<file path="src/rtl/alu_add_sequencer.sv">
// Round-robin two-requester front end for the shared 8-bit ALU adder.
// Wide add/subtract is sequenced one byte per cycle, LSB first, carry rippled through a register.
module alu_add_sequencer #(
    parameter int NBYTES = 2,
    localparam int W = 8 * NBYTES
) (
    input  logic         clk,
    input  logic         rst_n,
    input  logic         req0_valid,
    output logic         req0_ready,
    input  logic [W-1:0] req0_a,
    input  logic [W-1:0] req0_b,
    input  logic         req0_sub,
    input  logic         req1_valid,
    output logic         req1_ready,
    input  logic [W-1:0] req1_a,
    input  logic [W-1:0] req1_b,
    input  logic         req1_sub,
    output logic [7:0]   add_a,
    output logic [7:0]   add_b,
    output logic         add_cin,
    input  logic [7:0]   add_sum,
    input  logic         add_cout,
    output logic         rsp_valid,
    input  logic         rsp_ready,
    output logic         rsp_id,
    output logic [W-1:0] rsp_result,
    output logic         rsp_cout,
    output logic         rsp_ovf
);

    // Handshakes: a transfer happens on the rising edge where valid && ready are both high.
    // Requesters hold a/b/sub stable while valid && !ready; the consumer sees rsp_* frozen
    // while rsp_valid && !rsp_ready.

    localparam int KW = (NBYTES > 1) ? $clog2(NBYTES) : 1;

    typedef enum logic [1:0] {
        IDLE = 2'd0,
        RUN  = 2'd1,
        RESP = 2'd2
    } state_t;

    state_t                 state;
    state_t                 state_nxt;
    logic                   ptr;
    logic [KW-1:0]          k;
    logic                   carry;
    logic [NBYTES-1:0][7:0] a_q;
    logic [NBYTES-1:0][7:0] b_q;
    logic [NBYTES-1:0][7:0] res_q;
    logic                   sub_q;
    logic                   id_q;
    logic                   ovf_q;
    logic                   grant1;
    logic                   accept;
    logic                   last_byte;
    logic                   a_top;
    logic                   b_eff_top;

    // Requester 1 wins when it is alone or when both are valid and the pointer favours it.
    assign grant1    = req1_valid && (!req0_valid || ptr);
    assign accept    = (req0_valid && req0_ready) || (req1_valid && req1_ready);
    assign last_byte = (k == KW'(NBYTES - 1));
    assign a_top     = a_q[NBYTES-1][7];
    assign b_eff_top = b_q[NBYTES-1][7] ^ sub_q;

    always_comb begin
        state_nxt  = state;
        req0_ready = 1'b0;
        req1_ready = 1'b0;
        add_a      = 8'd0;
        add_b      = 8'd0;
        add_cin    = 1'b0;
        case (state)
            IDLE: begin
                req0_ready = rst_n && req0_valid && !grant1;
                req1_ready = rst_n && grant1;
                if (accept) state_nxt = RUN;
            end
            RUN: begin
                add_a   = a_q[k];
                add_b   = b_q[k] ^ {8{sub_q}};
                add_cin = (k == '0) ? sub_q : carry;
                if (last_byte) state_nxt = RESP;
            end
            RESP: begin
                if (rsp_ready) state_nxt = IDLE;
            end
            default: state_nxt = IDLE;
        endcase
    end

    always_ff @(posedge clk) begin
        if (!rst_n) begin
            state <= IDLE;
            ptr   <= 1'b0;
            carry <= 1'b0;
            k     <= '0;
            id_q  <= 1'b0;
            ovf_q <= 1'b0;
            res_q <= '0;
        end else begin
            state <= state_nxt;
            case (state)
                IDLE: begin
                    if (accept) begin
                        k    <= '0;
                        id_q <= req1_ready;
                    end
                end
                RUN: begin
                    res_q[k] <= add_sum;
                    carry    <= add_cout;
                    k        <= last_byte ? '0 : k + 1'b1;
                    // add_sum here is the top result byte, so its MSB is the result sign.
                    if (last_byte) ovf_q <= (a_top == b_eff_top) && (add_sum[7] != a_top);
                end
                RESP: begin
                    if (rsp_ready) ptr <= ~id_q;
                end
                default: ;
            endcase
        end
    end

    // Operand capture needs no reset: it is only read in RUN, which always follows a capture.
    always_ff @(posedge clk) begin
        if (accept) begin
            a_q   <= req1_ready ? req1_a : req0_a;
            b_q   <= req1_ready ? req1_b : req0_b;
            sub_q <= req1_ready ? req1_sub : req0_sub;
        end
    end

    assign rsp_valid  = (state == RESP);
    assign rsp_id     = id_q;
    assign rsp_result = res_q;
    assign rsp_cout   = carry;
    assign rsp_ovf    = ovf_q;

endmodule
</file>
<file path="config.mk">
export PLATFORM = sky130hd
export DESIGN_NAME = alu_add_sequencer
export DESIGN_NICKNAME = d
export VERILOG_FILES = /design/src/rtl/alu_add_sequencer.sv
export SDC_FILE = /design/constraint.sdc
export NUM_CORES = 1
export LEC_CHECK = 0
export ABC_AREA = 1
export CELL_PAD_IN_SITES_DETAIL_PLACEMENT = 1
export CELL_PAD_IN_SITES_GLOBAL_PLACEMENT = 1
export CORE_ASPECT_RATIO = 1.4
export CORE_MARGIN = 1
export CORE_UTILIZATION = 29
export DETAILED_ROUTE_END_ITERATION = 7
export PLACE_DENSITY_LB_ADDON = 0.12
export SETUP_SLACK_MARGIN = 0.3
export SLEW_MARGIN = 20
export SYNTH_ARGS = -nofsm -noshare
export SYNTH_HDL_FRONTEND = slang
export SYNTH_SLANG_ARGS = --single-unit
export TNS_END_PERCENT = 20
</file>
<file path="constraint.sdc">
create_clock -name clk -period 3.05 [get_ports clk]
set_clock_uncertainty 0.1 [all_clocks]
set_input_delay 0.61 -clock clk [delete_from_list [all_inputs] [get_ports clk]]
set_output_delay 0.61 -clock clk [all_outputs]
set_load 0.05 [all_outputs]
</file>
==> results of run 1 <==
sequential cells by signal, indices dropped and copies added, names as in the netlist:
signal,count
rsp_id,1
rsp_cout,1
b_q,16
rsp_result,16
k,1
ptr,1
rsp_ovf,1
state,2
a_q,16
sub_q,1
layout make-up:
type                    count  share of cell area [%]
clock inverters             2                   0.181
multi-input cells         248                    24.8
flip-flops and latches     56                    35.1
repair buffers            125                    32.3
well taps                 105                    3.18
clock buffers               5                    3.02
inverters                  16                    1.45
power breakdown:
group / internal, mW / switching, mW / total (mW)
clock network: 0.295 / 0.250 / 0.545
logic: 0.222 / 0.286 / 0.507
registers: 0.862 / 0.0203 / 0.882
per-layer routing:
metal  wire, µm  up-vias  global-route usage, %
li1           -     1299                      -
met1       2840     1146                   17.1
met2       4140       69                   32.1
met3        338        7                   3.30
met4        113        0                   5.86
met5          0        -                      0
stage by stage:
step / hold slack [ps] / power, mW / util (%) / std cells / setup slack, ps
after detailed placement: 357 / 1.42 / 46.0 / 550 / 223
final: 366 / 1.93 / 47.5 / 557 / 504
after CTS: 367 / 1.96 / 47.5 / 557 / 443
after global placement: 349 / 1.41 / 46.0 / 550 / 243
after global routing: 381 / 2.02 / 47.5 / 557 / 343
after floorplan: 329 / 1.17 / - / 336 / 427
synthesized netlist by cell type:
| cell | n | area share (%) |
|---|---|---|
| edfxtp_1 | 33 | 37 |
| xnor2_1 | 1 | 0.33 |
| xor2_1 | 3 | 0.99 |
| nand3_1 | 10 | 1.9 |
| buf_4 | 5 | 1.4 |
| buf_2 | 4 | 0.76 |
| inv_2 | 4 | 0.57 |
| nand2_1 | 164 | 23 |
| inv_1 | 12 | 1.7 |
| buf_6 | 4 | 1.7 |
| o21ai_0 | 18 | 3.4 |
| dfxtp_1 | 23 | 17 |
| a21oi_1 | 25 | 4.7 |
| nor2_1 | 24 | 3.4 |
| nor2_2 | 1 | 0.24 |
| o21a_1 | 1 | 0.28 |
| nand2_2 | 1 | 0.24 |
| clkbuf_1 | 3 | 0.42 |
cells by family (layout without fill, tap and decap cells):
group / after synthesis / in the layout / synth area share (%)
compound gates: 44 / 44 / 8.40
simple gates: 200 / 200 / 29.0
xor+xnor: 4 / 4 / 1.32
buf+inv: 32 / 148 / 6.56
flops: 56 / 56 / 54.7
how the worst max path moves through the flow:
stage | from | endpoint | slack, ps | cells after the start
3_5_place_dp | rst_n | req1_ready | 220 | 6
5_1_grt | k | add_cin | 340 | 5
2_1_floorplan | k | add_cin | 430 | 5
3_3_place_gp | rst_n | req1_ready | 240 | 6
4_1_cts | state[1] | add_cin | 440 | 6
6_report | rst_n | req1_ready | 500 | 6
critical path: cells and delay by family:
kind / cells / cell delay (ps)
buffers and inverters: 4 / 940
and+or+nand+nor: 2 / 280
repair_timing:
action / CTS / global route
setup buffers: 0 / 0
pin swaps: 0 / 0
resized for setup: 1 / 1
hold endpoints to repair: 0 / 0
endpoints found under the setup margin: 1 / 1
placed cells by master, fill, tap and decap left out, drive strengths merged, types with 3 or more instances in the layout:
master and instances:
nand2 165, clkdlybuf4s50 98, edfxtp 33, buf 26, a21oi 25, nor2 25
dfxtp 23, o21ai 18, inv 16, nand3 10, clkbuf 5, xor2 3
==> results_dict.tcl, run 1 <==
set metrics [dict create \
    netlist_area_mm2 0.00265 \
    initial_utilization_pct 30.4 \
    crit_chain "dlygate4sd2_1 -> inv_2 -> nor2_1 -> nand2_1 -> inv_2 -> buf_12" \
    routed_via_density 4.53 \
    worst_pin_slew_ps 536 \
    finish.instance_area_mm2 0.00414 \
    rsz0062_at_grt "false" \
    worstHoldStart "rsp_result[1]" \
    cts_root_buf "clkbuf_16" \
    post_route_cells_drive_above_1_share_pct 8.19 \
    wl_per_cell_um 13.4 \
    final_max_slew_viol_count 0 \
    critical_path.slowest_cell "dlygate4sd2_1" \
    worst_setup_hold_path_clk_slew_ps 60 \
    firstDrtPassIters 4 \
    clock_tree.buffer_depth 2 \
    grt_max_degree 35 \
    startpoint_type "input pin" \
    hold_fails_final_rpt 0 \
    n_fill_cell 1061 \
    status "complete, no violations" \
    peakVddDrop_v 0.000264 \
    r2r_path_end "rsp_result[12]" \
    final_min_period_over_clock_period_pct 83.5 \
    synth_area_per_cell_um2 7.89 \
    worstSetupEndpointType "primary output" \
    power.density_cell_area_mw_per_mm2 468 \
    clock_tree.htree_level_count 2 \
    top_fanout_value_on_the_critical_path 12 \
    postRouteAntennaNets 0 \
    critical_path.most_common_cell "inv_2" \
    globalRouteOverflowTotal 0 \
    timing.setup.tns_ps 0 \
    cts-hold-fix-buffers 0 \
    report.final.setup_viol 0 \
    timing.critical_path.required_ps 2340 \
    grt_pass1_wl_um 12300 \
    initial_antenna_violation_count 0 \
    die_height_um 115 \
    tritoncts.num_buffers 5 \
    antennaDiodeCount 0 \
    clock_insertion_delay_worst_skew_ps 290 \
    multi_input_comb_area_mm2 0.00103 \
    r2r_slack_ps 1330 \
    worst_hold_path.endpoint "rsp_result[1]" \
    r2r_start "k" \
    synthCells 336 \
    placement.cell_area_mm2 0.00401 \
    cts_num_sinks 56 \
    max-cap-violations 0 \
    detail_route.wirelength_um 7440 \
    min_path_type "flip-flop to flip-flop" \
    cts_tree "built" \
    regArea_mm2 0.00145 \
    fp-row-count 40 \
    max_slew_margin_pct 64.2 \
    place.detailed.hpwl_um 5620 \
    cpPeakStageDelay_ps 490 \
    critPathKind "input pin to primary output" \
    finalCriticalPeriod_ps 2550 \
    synthesis.yosys.warnings 0 \
    die_width_um 82.8 \
    ys_seq_area_share_pct 54.7 \
    num_io_pins 119 \
    fmax_mhz 393 \
    buffers_on_ports 118 \
    iteration_0_drc_markers 46 \
    power.leakage_nw 1.77 \
    design.die.area_mm2 0.00953 \
    nNetsFinal 532 \
    first_global_vias 2574 \
    r2r.worst_path.cells 5 \
    hold_depth 2 \
    globalRouteTotalUtil_pct 16.3 \
    mappedNetlistNets 416 \
    place.gp.congestion 0.691 \
    area_delta_synth_final_pct 56.0 \
    yosys_register_bits 56 \
    number_of_vias_in_the_routed_layout 2521 \
    detail_route.drc_violations 0 \
    ys_types 18 \
    placeableCoreArea_mm2 0.00871 \
    worst_ep_arrival_time_ps 1840 \
]
(Power assumes the default switching activity.)
==> inputs of run 2 (changes only) <==
- CORE_UTILIZATION: 29 -> 26
- clock period: 3.05 -> 2.07 ns (I/O delays scaled with it)
==> run 2 against run 1 <==
  * Cell area rose by 15%
  * Final cell count grew 11%
  * Non-clock buffer count up 29
  * Core utilization up 0.64 points
==> results_dict.tcl, run 2 (synthesis gave the netlist of run 1 again) <==
set metrics [dict create \
    commonest_non_fill_non_tap_cells_in_the_layout "150 x nand2_1, 86 x clkdlybuf4s50_1, 34 x buf_4" \
    clock_tree.htree_level_count 2 \
    area_delta_synth_final_pct 79.8 \
    min_path_type "flip-flop to flip-flop" \
    postRouteAntennaNets 0 \
    antennaDiodeCount 0 \
    fmax_mhz 504 \
    initial_utilization_pct 26.8 \
    report.final.setup_viol 0 \
    post_route_cells_drive_above_1_share_pct 23.6 \
    final_core_util_pct 48.1 \
    number_of_vias_in_the_routed_layout 2701 \
    finish.instance_area_mm2 0.00477 \
    nNetsFinal 562 \
    iteration_0_drc_markers 51 \
    top_fanout_value_on_the_critical_path 6 \
    initial_antenna_violation_count 0 \
    placeableCoreArea_mm2 0.00990 \
    startpoint_type "flip-flop" \
    final_common_cell "nand2_1" \
    grt-busiest-layer "met2" \
    place.detailed.hpwl_um 6360 \
    cpPeakStageDelay_ps 400 \
    finalCriticalPeriod_ps 1990 \
    worst_pin_slew_ps 520 \
    num_io_pins 119 \
    first_global_vias 2724 \
    design.die.area_mm2 0.0106 \
    clock_insertion_delay_worst_skew_ps 300 \
    wl_per_cell_um 13.9 \
    status "complete, no violations" \
    cts_tree "built" \
    power.leakage_nw 2.15 \
    post_layout_total_power_mw 3.22 \
    worst_ep_arrival_time_ps 1470 \
    buffers_on_ports 118 \
    routed_via_density 4.37 \
    n_fill_cell 1176 \
    cts-hold-fix-buffers 0 \
    fp-row-count 43 \
    tritoncts.num_buffers 5 \
    grt_max_degree 19 \
    peakVddDrop_v 0.000317 \
    critPathKind "flip-flop to primary output" \
    timing.critical_path.required_ps 1560 \
    detail_route.drc_violations 0 \
    met3_track_usage_gr_pct 3.13 \
    die_height_um 121 \
    clock_tree.buffer_depth 2 \
    grt_util_met1_pct 16.7 \
    critical_path.slowest_cell "dfxtp_4" \
    multi_input_comb_area_mm2 0.00122 \
    max-cap-violations 0 \
    rsz0062_at_grt "true" \
    final_max_slew_viol_count 0 \
    place.gp.congestion 0.702 \
    use_met2_pct 32.8 \
    placement.cell_area_mm2 0.00427 \
    power.density_cell_area_mw_per_mm2 676 \
    crit_chain "buf_12 -> buf_4 -> nand2_4 -> nand2_4 -> o21ai_4 -> a21oi_4 -> buf_12" \
    firstDrtPassIters 3 \
    detail_route.wirelength_um 8600 \
    die_width_um 87.3 \
    globalRouteTotalUtil_pct 16.9 \
    hold_fails_final_rpt 0 \
    worst_setup_hold_path_clk_slew_ps 70 \
    max_slew_margin_pct 65.3 \
    globalRouteOverflowTotal 0 \
    regArea_mm2 0.00146 \
    grt_pass1_wl_um 13300 \
    cts_root_buf "clkbuf_16" \
    final_min_period_over_clock_period_pct 95.9 \
    cts_num_sinks 56 \
    worstSetupEndpointType "primary output" \
]
## run 2: cell count changes in the layout (fill, tap and decap cells not counted), sizes merged
cell	change
buf	+31
clkdlybuf4s50	-12
dlymetal6s2s	+10
clkinv	-2
bufinv	+1
clkbuf	+1
clkinvlp	+1
inv	+1
## run 2: layout make-up
cell class              instances  area share [%]
clock buffers                   6            2.70
clock inverters                 2           0.735
inverters                      16            1.58
multi-input cells             248            25.6
flip-flops and latches         56            30.6
well taps                     135            3.54
repair buffers                154            35.0
repair inverters                1           0.184
## run 2: power by group
| part | leakage, nW | internal (mW) | switching, mW |
|---|---|---|---|
| clock network | 0.0770 | 0.570 | 0.406 |
| registers | 0.499 | 1.27 | 0.0365 |
| logic | 1.57 | 0.435 | 0.505 |
| total | 2.15 | 2.27 | 0.947 |
## run 2: path summary, 6_finish.rpt
check,slack (ps),depth (start not counted),startpoint,endpoint
max,80,7,k,add_b[1]
min,360,2,rsp_result[2],rsp_result[2]
max reg2reg,430,11,ptr,a_q[4]
min reg2reg,360,2,rsp_result[2],rsp_result[2]
## run 2: stage by stage
| stage | cells | setup slack (ps) | hold slack (ps) | setup TNS [ps] |
|---|---|---|---|---|
| finish | 618 | 83.9 | 361 | 0 |
| global route | 618 | 31.5 | 386 | 0 |
| CTS | 612 | 66.0 | 363 | 0 |
| detailed placement | 594 | -26.7 | 352 | -26.7 |
| global placement | 594 | -6.53 | 347 | -6.53 |
| floorplan | 336 | 104 | 329 | 0 |
## run 2: timing repair
action	in CTS	in global routing
pin swaps	1	8
buffers inserted	8	6
resized for setup	31	37
setup endpoints to repair	37	100
cloned	2	0
endpoints found under the hold margin	0	0
## run 2: critical path, delay by kind of cell, from the launching register on
| family | cells | cell delay (ps) |
|---|---|---|
| buffers and inverters | 3 | 420 |
| DFF | 1 | 400 |
| AOI/OAI and AO/OA | 2 | 220 |
| and+or+nand+nor | 2 | 110 |
## run 2: routing by layer
| metal | share of wire [%] | wire [µm] |
|---|---|---|
| met1 | 36 | 3060 |
| met2 | 57 | 4940 |
| met3 | 4.2 | 360 |
| met4 | 2.8 | 237 |
| met5 | 0 | 0 |
